File: src/rtl/sigmoid_lookup_ctrl.sv
// Initiator for a 1024x16 sigmoid LUT RAM: quantizes Q8.8 pre-activations into LUT reads
// over valid/ready streams, and streams a full table into the RAM through its write port.
module sigmoid_lookup_ctrl #(
    parameter int DATA_W = 16,
    parameter int ADDR_W = 10,
    parameter int SHIFT  = 2
) (
    input  logic              clk_i,
    input  logic              reset_i,
    // Handshakes: a beat transfers on a rising edge where valid and ready are both 1;
    // valid never waits on ready, and data is held stable while valid is 1 and ready is 0.
    input  logic              in_valid_i,
    output logic              in_ready_o,
    input  logic [DATA_W-1:0] in_data_i,
    output logic              out_valid_o,
    input  logic              out_ready_i,
    output logic [DATA_W-1:0] out_data_o,
    input  logic              load_start_i,
    input  logic              load_valid_i,
    output logic              load_ready_o,
    input  logic [DATA_W-1:0] load_data_i,
    output logic              load_done_o,
    output logic              busy_o,
    output logic              ram_en_o,
    output logic              ram_we_o,
    output logic [ADDR_W-1:0] ram_addr_o,
    output logic [DATA_W-1:0] ram_di_o,
    input  logic [DATA_W-1:0] ram_dout_i
);

    localparam int DEPTH = 2 ** ADDR_W;
    localparam logic signed [DATA_W-1:0] S_MAX = DATA_W'((2 ** (ADDR_W - 1)) - 1);
    localparam logic signed [DATA_W-1:0] S_MIN = DATA_W'(-(2 ** (ADDR_W - 1)));
    localparam logic [ADDR_W-1:0] HALF = ADDR_W'(DEPTH / 2);
    localparam logic [ADDR_W-1:0] LAST = ADDR_W'(DEPTH - 1);

    typedef enum logic [2:0] {
        ST_IDLE,
        ST_ISSUE_WAIT,
        ST_CAPTURE,
        ST_HOLD,
        ST_LOAD
    } state_t;

    state_t              state_q, state_d;
    logic [ADDR_W-1:0]   cnt_q, cnt_d;
    logic                out_valid_q, out_valid_d;
    logic [DATA_W-1:0]   out_data_q, out_data_d;
    logic                load_done_q, load_done_d;

    logic signed [DATA_W-1:0] shifted;
    logic signed [DATA_W-1:0] clamped;
    logic [ADDR_W-1:0]        lut_addr;

    logic              in_ready_c, load_ready_c;
    logic              ram_en_c, ram_we_c;
    logic [ADDR_W-1:0] ram_addr_c;
    logic [DATA_W-1:0] ram_di_c;

    // Saturate before offsetting so out-of-range inputs pin to the table ends instead of wrapping.
    always_comb begin
        shifted = $signed(in_data_i) >>> SHIFT;
        clamped = shifted;
        if (shifted > S_MAX) begin
            clamped = S_MAX;
        end else if (shifted < S_MIN) begin
            clamped = S_MIN;
        end
        lut_addr = clamped[ADDR_W-1:0] + HALF;
    end

    always_comb begin
        state_d      = state_q;
        cnt_d        = cnt_q;
        out_valid_d  = out_valid_q;
        out_data_d   = out_data_q;
        load_done_d  = 1'b0;
        in_ready_c   = 1'b0;
        load_ready_c = 1'b0;
        ram_en_c     = 1'b0;
        ram_we_c     = 1'b0;
        ram_addr_c   = '0;
        ram_di_c     = '0;
        case (state_q)
            ST_IDLE: begin
                in_ready_c = !load_start_i;
                if (load_start_i) begin
                    state_d = ST_LOAD;
                end else if (in_valid_i) begin
                    ram_en_c   = 1'b1;
                    ram_addr_c = lut_addr;
                    state_d    = ST_ISSUE_WAIT;
                end
            end
            ST_ISSUE_WAIT: begin
                state_d = ST_CAPTURE;
            end
            ST_CAPTURE: begin
                out_data_d  = ram_dout_i;
                out_valid_d = 1'b1;
                state_d     = ST_HOLD;
            end
            ST_HOLD: begin
                if (out_ready_i) begin
                    out_valid_d = 1'b0;
                    state_d     = ST_IDLE;
                end
            end
            ST_LOAD: begin
                load_ready_c = 1'b1;
                if (load_valid_i) begin
                    ram_en_c   = 1'b1;
                    ram_we_c   = 1'b1;
                    ram_addr_c = cnt_q;
                    ram_di_c   = load_data_i;
                    cnt_d      = cnt_q + 1'b1;
                    if (cnt_q == LAST) begin
                        load_done_d = 1'b1;
                        state_d     = ST_IDLE;
                    end
                end
            end
            default: begin
                state_d = ST_IDLE;
            end
        endcase
    end

    always_ff @(posedge clk_i) begin
        if (reset_i) begin
            state_q     <= ST_IDLE;
            cnt_q       <= '0;
            out_valid_q <= 1'b0;
            out_data_q  <= '0;
            load_done_q <= 1'b0;
        end else begin
            state_q     <= state_d;
            cnt_q       <= cnt_d;
            out_valid_q <= out_valid_d;
            out_data_q  <= out_data_d;
            load_done_q <= load_done_d;
        end
    end

    // Gate the RAM strobes with reset so a beat coinciding with reset never reaches the table.
    assign ram_en_o     = ram_en_c && !reset_i;
    assign ram_we_o     = ram_we_c && !reset_i;
    assign ram_addr_o   = reset_i ? '0 : ram_addr_c;
    assign ram_di_o     = reset_i ? '0 : ram_di_c;
    assign in_ready_o   = in_ready_c && !reset_i;
    assign load_ready_o = load_ready_c && !reset_i;
    assign out_valid_o  = out_valid_q;
    assign out_data_o   = out_data_q;
    assign load_done_o  = load_done_q;
    assign busy_o       = (state_q != ST_IDLE);

endmodule

File: config.mk
export PLATFORM = sky130hd
export DESIGN_NAME = sigmoid_lookup_ctrl
export DESIGN_NICKNAME = d
export VERILOG_FILES = /design/src/rtl/sigmoid_lookup_ctrl.sv
export SDC_FILE = /design/constraint.sdc
export NUM_CORES = 1
export LEC_CHECK = 0
export ABC_CLOCK_PERIOD_IN_PS = 3200
export BUFFER_PORTS_ARGS = -buffer_cell sky130_fd_sc_hd__buf_2
export CORE_UTILIZATION = 45
export DETAILED_ROUTE_END_ITERATION = 6
export GPL_ROUTABILITY_DRIVEN = 0
export PLACE_DENSITY = 0.85
export SYNTH_ARGS = -nofsm -noshare
export SYNTH_HDL_FRONTEND = slang
export SYNTH_SLANG_ARGS = --single-unit
File: constraint.sdc
create_clock -name clk_i -period 3.2 [get_ports clk_i]
set_input_delay 0.64 -clock clk_i [delete_from_list [all_inputs] [get_ports clk_i]]
set_output_delay 0.64 -clock clk_i [all_outputs]
set_load 0.005 [all_outputs]
==> summary.log, run 1 <==
INFO  status         run_status=finished clean
INFO  power          power_per_cell_area=374nW/µm²
INFO  worst_setup_path cp_data_required_time=2560ps
INFO  floorplanning  die-height=61.0µm
INFO  worst_setup_path cpMostUsedCell=sky130_fd_sc_hd__buf_2
INFO  clocking       htreeDepth=2
INFO  floorplanning  core_area=3340µm²
INFO  finish         most_common_cell_after_layout_fill_and_taps_aside=sky130_fd_sc_hd__buf_2
INFO  power          leakage=0.00102µW
INFO  drt            vias=1,699
INFO  worst_setup_path worstPathMaxFanout=31
INFO  timing         timing.final.crit_share=79.4%
INFO  worst_setup_path worst_setup_path_end_kind=output pin
INFO  global_route   number_of_global_route_vias_before_repair=1,409
INFO  drt            final_antenna_net_count=0
INFO  clocking       clock_tree.buffer_depth=2
INFO  finish         post_route_cells_drive_above_1_share=37.6%
INFO  finish         area_growth_syn_to_layout=36.6%
INFO  worst_setup_path timing.critical_path.from_type=input port
INFO  clocking       clockRootBuffer=sky130_fd_sc_hd__clkbuf_4
INFO  finish         mostFrequentLayoutCells=sky130_fd_sc_hd__buf_2 (100), sky130_fd_sc_hd__nand2_1 (49), sky130_fd_sc_hd__dfxtp_1 (31)
INFO  global_route   grt-ovfl-total=0
INFO  finish         nFillCells=330
INFO  drt            number_of_vias_per_cell=4.87
INFO  drt            detail_route.wl_per_cell=11.8µm
INFO  worst_setup_path timing.setup.critical_path_class=input port to output pin
INFO  power          switching_share=26.9%
INFO  placement      hpwl=3.15mm
INFO  drt            totalWireLength=4.11mm
INFO  synthesis      syn_warnings=0
INFO  global_route   grt_antenna_before_repair=0
INFO  synthesis      synth.distinct_cells=29
INFO  timing         timing_hold_violations_final=0
INFO  worst_setup_path critical_path.cell_chain=buf_2 > or3_1 > nor2_1 > buf_2
INFO  power          p_sw=215µW
INFO  drt            detailroute.wirelength.met3=253µm
INFO  power          post-layout-total-power=798µW
INFO  power          ir_drop=267µV
INFO  floorplanning  die_w=61.0µm
INFO  power          power.share.sequential=51.2%
INFO  synthesis      synthesis.area=1560µm²
INFO  placement      portBuffers=100
INFO  drt            route.detailed.drc=0
INFO  flow_run       max_cap_viol_count=0
INFO  worst_setup_path worst_ep_arrival_time=1900ps
INFO  clocking       clk_transition_reported_paths=110ps
INFO  timing         max_slew_margin=35.2%
INFO  global_route   gr-usage-all-layers=22.8%
INFO  floorplanning  std_cell_rows=21
INFO  synthesis      number_of_synthesized_flops_with_an_enable_pin=0
INFO  clocking       clock_tree_from_tritoncts=done
INFO  clocking       postCtsResizedCells=0
INFO  timing         slew_viol_final=0
INFO  timing         max_slew.worst_pin.slew=967ps
INFO  drt            drt_iter0_markers=93
INFO  power          power.clock.fraction=33.3%
INFO  finish         finalNetCount=357
INFO  hold_path      hp-class=register to register
INFO  floorplanning  top_level_ports=103
INFO  floorplanning  start_util=46.9%
INFO  power          combPwrFrac=15.5%
INFO  worst_setup_path critical_path.max_stage_delay=610ps
INFO  finish         diodes=0
INFO  clocking       numCtsBuffers=5
INFO  timing         worst_hold_slack=458ps
INFO  timing         worst_clock_skew=12.0ps
INFO  drt            drt-pass1-iter-count=4
INFO  clocking       postCtsHoldBufs=0
INFO  synthesis      synthArstFlopShare=0%
INFO  worst_setup_path timing.critical_path.slowest_stage_cell=sky130_fd_sc_hd__or3_1
INFO  global_route   grt_first_pass_wirelength=6.17mm
INFO  drt            dr_wl_met2=2.06mm
INFO  timing         timing.setup.tns=0ps
INFO  timing         finalSetupViolations=0
INFO  clocking       post_cts_setup_buffers=0
INFO  clocking       cts.sink_count=31
INFO  synthesis      synthesis.nets=261
INFO  global_route   pin_count_of_the_biggest_net_entering_global_routing=32
INFO  synthesis      synth.avg_cell_area=7.59µm²
INFO  power          intPower=583µW
INFO  timing         clock.fmax=394MHz
INFO  drt            routedLengthMet1=1.75mm
INFO  synthesis      post_synthesis_register_bit_count=31
INFO  synthesis      synth_cells=206
INFO  timing         rsz0062_at_grt=no
INFO  synthesis      synth.yosys.seq_area_share=39.7%
INFO  floorplanning  floorplan.die_area=3720µm²
INFO  synthesis      synth_ff_type=sky130_fd_sc_hd__dfxtp_1
INFO  drt            top_signal_layer_used=met4
INFO  timing         layout_min_cycle_time=2540ps
INFO  clocking       worst_skew_pair.late_latency=330ps
-- metal layers --
layer / GRT usage, % / up-vias
li1: - / 884
met1: 26.0 / 744
met2: 41.1 / 67
met3: 4.48 / 4
met4: 9.74 / 0
met5: 0 / -
-- Yosys cell counts (2+ instances only) --
| cell type | instances | area, µm² |
|---|---|---|
| sky130_fd_sc_hd__nand2_1 | 49 | 184 |
| sky130_fd_sc_hd__dfxtp_1 | 31 | 621 |
| sky130_fd_sc_hd__a21oi_1 | 30 | 150 |
| sky130_fd_sc_hd__and2_1 | 17 | 106 |
| sky130_fd_sc_hd__nor2_1 | 14 | 52.6 |
| sky130_fd_sc_hd__o21ai_0 | 10 | 50.1 |
| sky130_fd_sc_hd__xnor2_1 | 6 | 52.6 |
| sky130_fd_sc_hd__buf_2 | 5 | 25.0 |
| sky130_fd_sc_hd__clkbuf_1 | 5 | 18.8 |
| sky130_fd_sc_hd__inv_1 | 5 | 18.8 |
| sky130_fd_sc_hd__nor3_1 | 5 | 25.0 |
| sky130_fd_sc_hd__nand3_1 | 4 | 20.0 |
| sky130_fd_sc_hd__nor4_1 | 3 | 18.8 |
| sky130_fd_sc_hd__a2bb2oi_1 | 2 | 17.5 |
| sky130_fd_sc_hd__buf_6 | 2 | 22.5 |
| sky130_fd_sc_hd__nand4_1 | 2 | 12.5 |
| sky130_fd_sc_hd__nor4_4 | 2 | 42.5 |
| sky130_fd_sc_hd__or3_1 | 2 | 12.5 |
| sky130_fd_sc_hd__xor2_1 | 2 | 17.5 |
-- worst paths after layout --
kind | from | endpoint | slack (ps) | cells past startpoint
min | out_data_o[10] | out_data_o[10] | 460 | 2
max reg2reg | state_q[1] | out_data_o[5] | 1530 | 3
min reg2reg | out_data_o[10] | out_data_o[10] | 460 | 2
max | reset_i | load_ready_o | 660 | 4
-- stage by stage --
step	setup WS [ps]	util (%)	cell area, µm²	instances
3_5_place_dp	661	61.8	2060	341
4_1_cts	660	64.0	2140	349
5_1_grt	477	64.0	2140	349
6_report	660	64.0	2140	349
3_3_place_gp	641	61.8	2060	341
2_1_floorplan	1150	-	1560	206
-- state kept, by name, indices dropped and copies added (netlist names) --
name and count:
out_data_o 16, cnt_q 10, state_q 3, load_done_o 1, out_valid_o 1
-- power groups by stage --
stage | combinational [µW] | sequential (µW) | clock [µW]
global route | 142 | 411 | 292
global placement | 123 | 417 | 0
floorplan | 69.9 | 413 | 0
CTS | 125 | 409 | 270
detailed placement | 125 | 417 | 0
finish | 124 | 409 | 266
-- worst max-delay path: cells and delay by family --
family	cells	cell delay (ps)
buf+inv	2	420
simple gates	2	840
-- logic make-up (layout without fill, tap and decap cells) --
family	after synthesis	in the layout	synth area share [%]
AO/OA/AOI/OAI	44	44	15.1
flip-flops	31	31	39.7
adder cells (fa/ha/maj)	1	1	0.800
AND/OR/NAND/NOR	105	105	34.5
buffers and inverters	17	114	5.44
XOR/XNOR	8	8	4.48
-- area by class of cell --
| type | count | area [µm²] | area share (%) |
|---|---|---|---|
| multi-input combinational | 158 | 858 | 40.2 |
| timing repair buffer | 101 | 508 | 23.8 |
| tap | 46 | 57.6 | 2.69 |
| clock inverter | 1 | 7.51 | 0.351 |
| sequential | 31 | 621 | 29.1 |
| clock buffer | 7 | 65.1 | 3.05 |
| inverter | 5 | 18.8 | 0.879 |
Power figures use the tool's default switching activity.
==> run 2, diff against run 1 <==
==> config.mk (replaced) <==
export PLATFORM = sky130hd
export DESIGN_NAME = sigmoid_lookup_ctrl
export DESIGN_NICKNAME = d
export VERILOG_FILES = /design/src/rtl/sigmoid_lookup_ctrl.sv
export SDC_FILE = /design/constraint.sdc
export NUM_CORES = 1
export LEC_CHECK = 0
export ABC_CLOCK_PERIOD_IN_PS = 2170
export BUFFER_PORTS_ARGS = -buffer_cell sky130_fd_sc_hd__buf_2
export CORE_UTILIZATION = 38
export DETAILED_ROUTE_END_ITERATION = 6
export GPL_ROUTABILITY_DRIVEN = 0
export PLACE_DENSITY = 0.76
export SYNTH_ARGS = -nofsm -noshare
export SYNTH_HDL_FRONTEND = slang
export SYNTH_SLANG_ARGS = --single-unit
==> constraint.sdc (replaced) <==
create_clock -name clk_i -period 2.17 [get_ports clk_i]
set_input_delay 0.434 -clock clk_i [delete_from_list [all_inputs] [get_ports clk_i]]
set_output_delay 0.434 -clock clk_i [all_outputs]
set_load 0.005 [all_outputs]
==> run 2 against run 1 <==
  * Hold slack worse by 63 ps
  * Sequential power is 47% higher
  * Clock skew is 7.1 ps lower
  * Via count is 1.6% higher
  * Final cell count is 1.7% higher
  * Wire length is 6.1% lower
  * Clock power is 85% higher
  * Critical endpoint is now ram_addr_o[0]
  * Largest cell class unchanged
  * Largest power group unchanged
  * Highest routed layer unchanged
==> summary.log, run 2 (synthesis gave the netlist of run 1 again) <==
INFO  timing         layout_min_cycle_time=2040ps
INFO  power          leakage=0.00105µW
INFO  power          power.clock.fraction=38.2%
INFO  placement      placed_area=2100µm²
INFO  timing         finalSetupViolations=0
INFO  power          combPwrFrac=14.9%
INFO  power          post-layout-total-power=1280µW
INFO  clocking       clk_transition_reported_paths=70ps
INFO  power          switching_share=24.6%
INFO  worst_setup_path cp_data_required_time=1740ps
INFO  power          p_sw=316µW
INFO  global_route   number_of_global_route_vias_before_repair=1,464
INFO  finish         mostFrequentLayoutCells=sky130_fd_sc_hd__buf_2 (100), sky130_fd_sc_hd__nand2_1 (49), sky130_fd_sc_hd__dfxtp_1 (31)
INFO  floorplanning  top_level_ports=103
INFO  finish         multi_input_area=871µm²
INFO  global_route   pin_count_of_the_biggest_net_entering_global_routing=18
INFO  clocking       worst_skew_pair.late_latency=270ps
INFO  floorplanning  die_w=66.2µm
INFO  hold_path      hp-class=input port to register
INFO  drt            totalWireLength=3.86mm
INFO  timing         timing_hold_violations_final=0
INFO  drt            drt-pass1-iter-count=4
INFO  finish         area_growth_syn_to_layout=41.2%
INFO  global_route   grt_antenna_before_repair=0
INFO  drt            detail_route.wl_per_cell=10.9µm
INFO  finish         diodes=0
INFO  finish         summed_area_of_non_filler_cells_in_the_final_layout=2210µm²
INFO  timing         worst_clock_skew=4.93ps
INFO  power          intPower=969µW
INFO  worst_setup_path timing.critical_path.from_type=register
INFO  clocking       clock_tree_from_tritoncts=done
INFO  power          power.share.sequential=46.9%
INFO  timing         max_slew.worst_pin.slew=620ps
INFO  global_route   gr-usage-all-layers=18.9%
INFO  timing         timing.final.crit_share=94.1%
INFO  drt            number_of_vias_per_cell=4.86
INFO  worst_setup_path timing.setup.critical_path_class=register to output pin
INFO  clocking       post_cts_setup_buffers=0
INFO  worst_setup_path critical_path_buf_inv_count=1
INFO  timing         clock.fmax=490MHz
INFO  worst_setup_path critical_path.cell_chain=nor2_2 > o2111a_2 > o21ai_0 > a21oi_1 > buf_2
INFO  finish         finalNetCount=361
INFO  finish         post_route_cells_drive_above_1_share=38.8%
INFO  worst_setup_path worst_ep_arrival_time=1610ps
INFO  worst_setup_path critical_path.max_stage_delay=400ps
INFO  finish         register_area=621µm²
INFO  drt            drt_iter0_markers=77
INFO  finish         largest_register_ff_count=16
INFO  worst_setup_path worstPathMaxFanout=9
INFO  global_route   grt_first_pass_wirelength=6.31mm
INFO  clocking       postCtsResizedCells=0
INFO  worst_setup_path critPathTopFamily=compound AO/OA/AOI/OAI gates
INFO  clocking       htreeDepth=2
INFO  global_route   grt-ovfl-total=0
INFO  power          ir_drop=427µV
INFO  worst_setup_path timing.critical_path.slowest_stage_cell=sky130_fd_sc_hd__dfxtp_1
INFO  timing         max_slew_margin=58.5%
INFO  placement      hpwl=2.96mm
INFO  floorplanning  core_area=3800µm²
INFO  clocking       clockRootBuffer=sky130_fd_sc_hd__clkbuf_8
INFO  drt            route.detailed.drc=0
INFO  floorplanning  std_cell_rows=22
INFO  clocking       numCtsBuffers=5
INFO  clocking       cts.sink_count=31
INFO  floorplanning  die-height=66.2µm
INFO  floorplanning  start_util=41.2%
INFO  status         run_status=finished clean
INFO  flow_run       max_cap_viol_count=0
INFO  finish         nFillCells=393
INFO  floorplanning  floorplan.die_area=4380µm²
INFO  power          power_per_cell_area=582nW/µm²
INFO  drt            final_antenna_net_count=0
INFO  placement      portBuffers=100
INFO  drt            vias=1,726
INFO  finish         most_common_cell_after_layout_fill_and_taps_aside=sky130_fd_sc_hd__buf_2
INFO  timing         slew_viol_final=0
INFO  clocking       clock_tree.buffer_depth=2
INFO  clocking       postCtsHoldBufs=0
INFO  worst_setup_path worst_setup_path_end_kind=output pin
==> run 2: cell count changes in the layout (fill, tap and decap cells not counted) <==
cell                         before  now
sky130_fd_sc_hd__o2111a_2         0    1
sky130_fd_sc_hd__clkbuf_8         2    7
sky130_fd_sc_hd__clkinvlp_4       1    0
sky130_fd_sc_hd__clkbuf_1         0    1
sky130_fd_sc_hd__clkbuf_4         5    0
sky130_fd_sc_hd__and4bb_4         0    1
sky130_fd_sc_hd__and4bb_2         1    0
sky130_fd_sc_hd__nor2_4           0    1
sky130_fd_sc_hd__o2111a_1         1    0
sky130_fd_sc_hd__nor2_1          14   13
sky130_fd_sc_hd__buf_4            1    5
==> run 2: metrics by stage <==
| step | hold WS [ps] | TNS (ps) | cells | setup WS (ps) | utilization [%] |
|---|---|---|---|---|---|
| finish | 396 | 0 | 355 | 127 | 58.1 |
| global placement | 439 | 0 | 347 | 227 | 55.2 |
| detailed placement | 448 | 0 | 347 | 203 | 55.2 |
| CTS | 385 | 0 | 355 | 15.3 | 57.8 |
| global route | 391 | -34.7 | 355 | -16.7 | 58.1 |
| floorplan | 453 | 0 | 206 | 510 | - |
==> run 2: final cells by class <==
type	instances	area share, %
Clock buffer	8	4.53
Timing Repair Buffer	105	24.4
Multi-Input combinational cell	158	39.4
Inverter	5	0.850
Sequential cell	31	28.1
Tap cell	48	2.72
==> run 2: final timing paths <==
path	start	to	slack, ps	cells past startpoint
worst max-delay path	state_q[2]	ram_addr_o[0]	130	5
worst min-delay path	ram_dout_i[9]	out_data_o[9]	400	3
worst max register to register	state_q[2]	cnt_q[9]	580	5
worst min register to register	out_data_o[1]	out_data_o[1]	450	2
==> run 2: power groups by stage <==
stage	registers, µW	logic (µW)	clock network (µW)
floorplan	609	103	0
global placement	615	187	0
detailed placement	615	189	0
CTS	603	191	500
global route	606	218	531
finish	603	191	491
==> run 2: worst reg2reg max path, cell delays in order (launching register included) <==
cell	delay, ps
sky130_fd_sc_hd__dfxtp_1	510
sky130_fd_sc_hd__nand4bb_1	240
sky130_fd_sc_hd__buf_4	250
sky130_fd_sc_hd__nor4_4	290
sky130_fd_sc_hd__xnor2_1	150
sky130_fd_sc_hd__nor2_1	50
==> run 2: layer usage <==
metal / global-route usage [%] / vias to the layer above / part of all wire [%]
li1: - / 886 / -
met1: 22.0 / 776 / 43
met2: 32.4 / 60 / 48
met3: 5.17 / 4 / 7.4
met4: 7.71 / 0 / 1.3
met5: 0 / - / 0
==> run 3, diff against run 2 <==
--- a/config.mk
+++ b/config.mk
@@ -5,12 +5,13 @@
 export SDC_FILE = /design/constraint.sdc
 export NUM_CORES = 1
 export LEC_CHECK = 0
+export ABC_AREA = 1
 export ABC_CLOCK_PERIOD_IN_PS = 2170
 export BUFFER_PORTS_ARGS = -buffer_cell sky130_fd_sc_hd__buf_2
-export CORE_UTILIZATION = 38
+export CORE_UTILIZATION = 39
 export DETAILED_ROUTE_END_ITERATION = 6
 export GPL_ROUTABILITY_DRIVEN = 0
-export PLACE_DENSITY = 0.76
+export PLACE_DENSITY = 0.77
 export SYNTH_ARGS = -nofsm -noshare
 export SYNTH_HDL_FRONTEND = slang
 export SYNTH_SLANG_ARGS = --single-unit
==> run 3 against run 2 <==
  * Final cell count is 20% higher
  * Die area is 4.5% higher
  * Sequential share of layout area is 1.7 points lower
  * Register-to-register slack better by 90 ps
  * Combinational power grew to 3.6 times the previous value
  * Wire length is 13% higher
  * Design area is 6.9% higher
  * Synthesized cell count is 31% higher
  * Clock-buffer cell count is 3 lower
  * Clock power is 5.9% lower
  * Maximum frequency is 2.7% lower
==> summary.log, run 3 <==
INFO  status         run_status=finished clean
INFO  clocking       clk_transition_reported_paths=70ps
INFO  synthesis      syn_warnings=0
INFO  synthesis      post_synth_main_area_contributors=sky130_fd_sc_hd__dfxtp_1 (37%), sky130_fd_sc_hd__nor2_1 (17%), sky130_fd_sc_hd__nand2_1 (8.9%)
INFO  synthesis      synth.distinct_cells=20
INFO  worst_setup_path timing.setup.critical_path_class=register to output pin
INFO  synthesis      post-synth-top-area-cell=sky130_fd_sc_hd__dfxtp_1
INFO  global_route   grt_antenna_before_repair=0
INFO  clocking       htreeDepth=2
INFO  synthesis      synth.yosys.seq_area_share=37.0%
INFO  worst_setup_path critical_path.cell_chain=nor2_4 > nand4_1 > buf_4 > nor2_2 > o21ai_0 > a21oi_1 > buf_2
INFO  floorplanning  core_area=4060µm²
INFO  finish         nFillCells=391
INFO  worst_setup_path worstSetupPathDepth=7
INFO  power          power.clock.fraction=23.8%
INFO  power          combPwrFrac=35.7%
INFO  synthesis      number_of_synthesized_flops_with_an_enable_pin=0
INFO  power          leakage=0.00128µW
INFO  global_route   number_of_global_route_vias_before_repair=1,605
INFO  floorplanning  top_level_ports=103
INFO  worst_setup_path critical_path.max_stage_delay=350ps
INFO  clocking       numCtsBuffers=5
INFO  flow_run       max_cap_viol_count=0
INFO  finish         largest_register_ff_count=16
INFO  drt            drt_iter0_markers=34
INFO  power          p_sw=718µW
INFO  worst_setup_path timing.critical_path.slowest_stage_cell=sky130_fd_sc_hd__dfxtp_2
INFO  worst_setup_path worst_setup_path_end_kind=output pin
INFO  placement      portBuffers=100
INFO  worst_setup_path ff2ff_path_depth=8
INFO  drt            final_antenna_net_count=0
INFO  worst_setup_path r2r_slack=670ps
INFO  finish         mostFrequentLayoutCells=sky130_fd_sc_hd__buf_2 (100), sky130_fd_sc_hd__nor2_1 (78), sky130_fd_sc_hd__nand2_1 (40)
INFO  floorplanning  start_util=41.4%
INFO  timing         slew_viol_final=0
INFO  worst_setup_path cp_data_required_time=1740ps
INFO  worst_setup_path critPathTopFamily=simple AND/OR/NAND/NOR gates
INFO  worst_setup_path worst_setup_path_endpoint=ram_addr_o[1]
INFO  synthesis      synth_most_common_cell=sky130_fd_sc_hd__nor2_1
INFO  timing         max_slew_margin=67.1%
INFO  worst_setup_path worst_ep_arrival_time=1660ps
INFO  drt            vias=2,010
INFO  clocking       clockRootBuffer=sky130_fd_sc_hd__clkbuf_8
INFO  global_route   pin_count_of_the_biggest_net_entering_global_routing=26
INFO  placement      placed_area=2230µm²
INFO  drt            detail_route.wl_per_cell=10.2µm
INFO  worst_setup_path critical_path_buf_inv_count=2
INFO  worst_setup_path critPathLaunch=state_q[1]
INFO  synthesis      synth_cells=269
INFO  drt            number_of_vias_per_cell=4.71
INFO  synthesis      synthesis.nets=324
INFO  worst_setup_path worstPathMaxFanout=7
INFO  timing         layout_min_cycle_time=2100ps
INFO  clocking       clock_tree_from_tritoncts=done
INFO  hold_path      hp-class=input port to register
INFO  timing         finalSetupViolations=0
INFO  synthesis      synth_ff_type=sky130_fd_sc_hd__dfxtp_1
INFO  power          power.share.sequential=40.6%
INFO  timing         timing_hold_violations_final=0
INFO  timing         max_slew.worst_pin.slew=493ps
INFO  finish         finalNetCount=431
INFO  global_route   grt_first_pass_wirelength=6.72mm
INFO  finish         most_common_cell_after_layout_fill_and_taps_aside=sky130_fd_sc_hd__buf_2
INFO  power          intPower=1230µW
INFO  drt            route.detailed.drc=0
INFO  synthesis      synthArstFlopShare=0%
INFO  timing         worst_clock_skew=4.35ps
INFO  worst_setup_path rr_startpoint=cnt_q[1]
INFO  drt            totalWireLength=4.37mm
INFO  hold_path      hold_path.startpoint=ram_dout_i[12]
INFO  placement      pre_cts_slack=308ps
INFO  finish         post_route_cells_drive_above_1_share=34.2%
INFO  floorplanning  die-height=67.6µm
INFO  placement      hpwl=3.22mm
INFO  global_route   gr-usage-all-layers=19.4%
INFO  timing         timing.final.crit_share=96.7%
INFO  floorplanning  floorplan.die_area=4570µm²
INFO  finish         summed_area_of_non_filler_cells_in_the_final_layout=2360µm²
INFO  clocking       clock_tree.buffer_depth=2
INFO  timing         timing.setup.tns=0ps
INFO  synthesis      synthesis.area=1680µm²
INFO  finish         area_growth_syn_to_layout=40.5%
INFO  power          power_per_cell_area=825nW/µm²
INFO  drt            drt-pass1-iter-count=4
INFO  timing         clock.fmax=476MHz
INFO  finish         diodes=0
INFO  global_route   grt-ovfl-total=0
INFO  power          switching_share=36.9%
INFO  worst_setup_path timing.critical_path.from_type=register
INFO  clocking       cts.sink_count=31
INFO  synthesis      post_synthesis_register_bit_count=31
INFO  clocking       postCtsHoldBufs=0
INFO  floorplanning  die_w=67.6µm
INFO  clocking       worst_skew_pair.late_latency=290ps
INFO  worst_setup_path reg2reg_to=state_q[0]
INFO  synthesis      synth.avg_cell_area=6.24µm²
INFO  floorplanning  std_cell_rows=23
INFO  synthesis      synth_common_cells=sky130_fd_sc_hd__nor2_1 (78), sky130_fd_sc_hd__nand2_1 (40), sky130_fd_sc_hd__inv_1 (33)
INFO  synthesis      synth_largest_type_area_fraction=37.0%
INFO  timing         rsz0062_at_grt=yes
INFO  timing         worst_slack=71.1ps
INFO  power          ir_drop=638µV
INFO  power          post-layout-total-power=1950µW
## run 3: changes by cell type after synthesis, moves of 3 or more
cell,before,now
sky130_fd_sc_hd__nand2_1,49,40
sky130_fd_sc_hd__nor2_1,14,78
sky130_fd_sc_hd__inv_1,5,33
sky130_fd_sc_hd__o21ai_0,10,29
sky130_fd_sc_hd__nor2_4,0,5
sky130_fd_sc_hd__xnor2_1,6,0
sky130_fd_sc_hd__inv_2,0,4
sky130_fd_sc_hd__nand3_1,4,8
sky130_fd_sc_hd__a21oi_1,30,21
sky130_fd_sc_hd__and2_1,17,0
sky130_fd_sc_hd__nor4_1,3,0
## run 3: final cells by class
type	count	area (µm²)	area share, %
clock inverter	3	20.0	0.848
tap	50	62.6	2.65
timing repair buffer	107	566	24.0
inverter	37	139	5.89
clock buffer	5	68.8	2.92
sequential	31	623	26.4
multi-input combinational	194	881	37.3
## run 3: per-layer routing
metal / global-route usage (%) / part of all wire, % / up-vias
met5: 0 / 0 / -
met4: 8.51 / 1.5 / 0
met3: 5.07 / 8.5 / 8
met2: 32.7 / 46 / 87
met1: 23.0 / 44 / 856
li1: - / - / 1059
## run 3: tightest hold or removal path: stages
cell	delay [ps]
sky130_fd_sc_hd__buf_2	70
sky130_fd_sc_hd__nor2_1	30
sky130_fd_sc_hd__nor2_1	80
## run 3: power groups by stage
stage          clock (µW)  combinational (µW)  sequential (µW)
2_1_floorplan           0                 389              800
3_3_place_gp            0                 651              793
3_5_place_dp            0                 663              794
4_1_cts               466                 667              785
5_1_grt               500                 783              804
6_report              462                 694              790
## run 3: worst min-delay path by stage
stage               slack, ps             end  cells after the start
floorplan                 460        cnt_q[0]                      2
global placement          460     out_valid_o                      2
detailed placement        470     out_valid_o                      2
CTS                       360  out_data_o[13]                      3
global route              360   out_data_o[9]                      3
finish                    360  out_data_o[12]                      3
## run 3: cell families (layout without fill, tap and decap cells)
logic type	Yosys count	count (layout)	synth area share (%)
simple gates	141	142	36.1
compound gates	51	51	15.3
buf+inv	45	152	11.0
flops	31	31	37.0
fa+ha+maj	1	1	0.745
## run 3: what timing repair did
item                       4_1_cts  5_1_grt
buffers inserted                 0        3
gates resized for setup          0        3
setup endpoints to repair        0       11
## run 3: metrics by stage
step	util (%)	cells	hold WS (ps)
floorplan	-	269	464
global placement	54.9	415	463
detailed placement	54.9	415	468
CTS	57.1	423	364
global route	58.2	427	364
finish	58.2	427	365
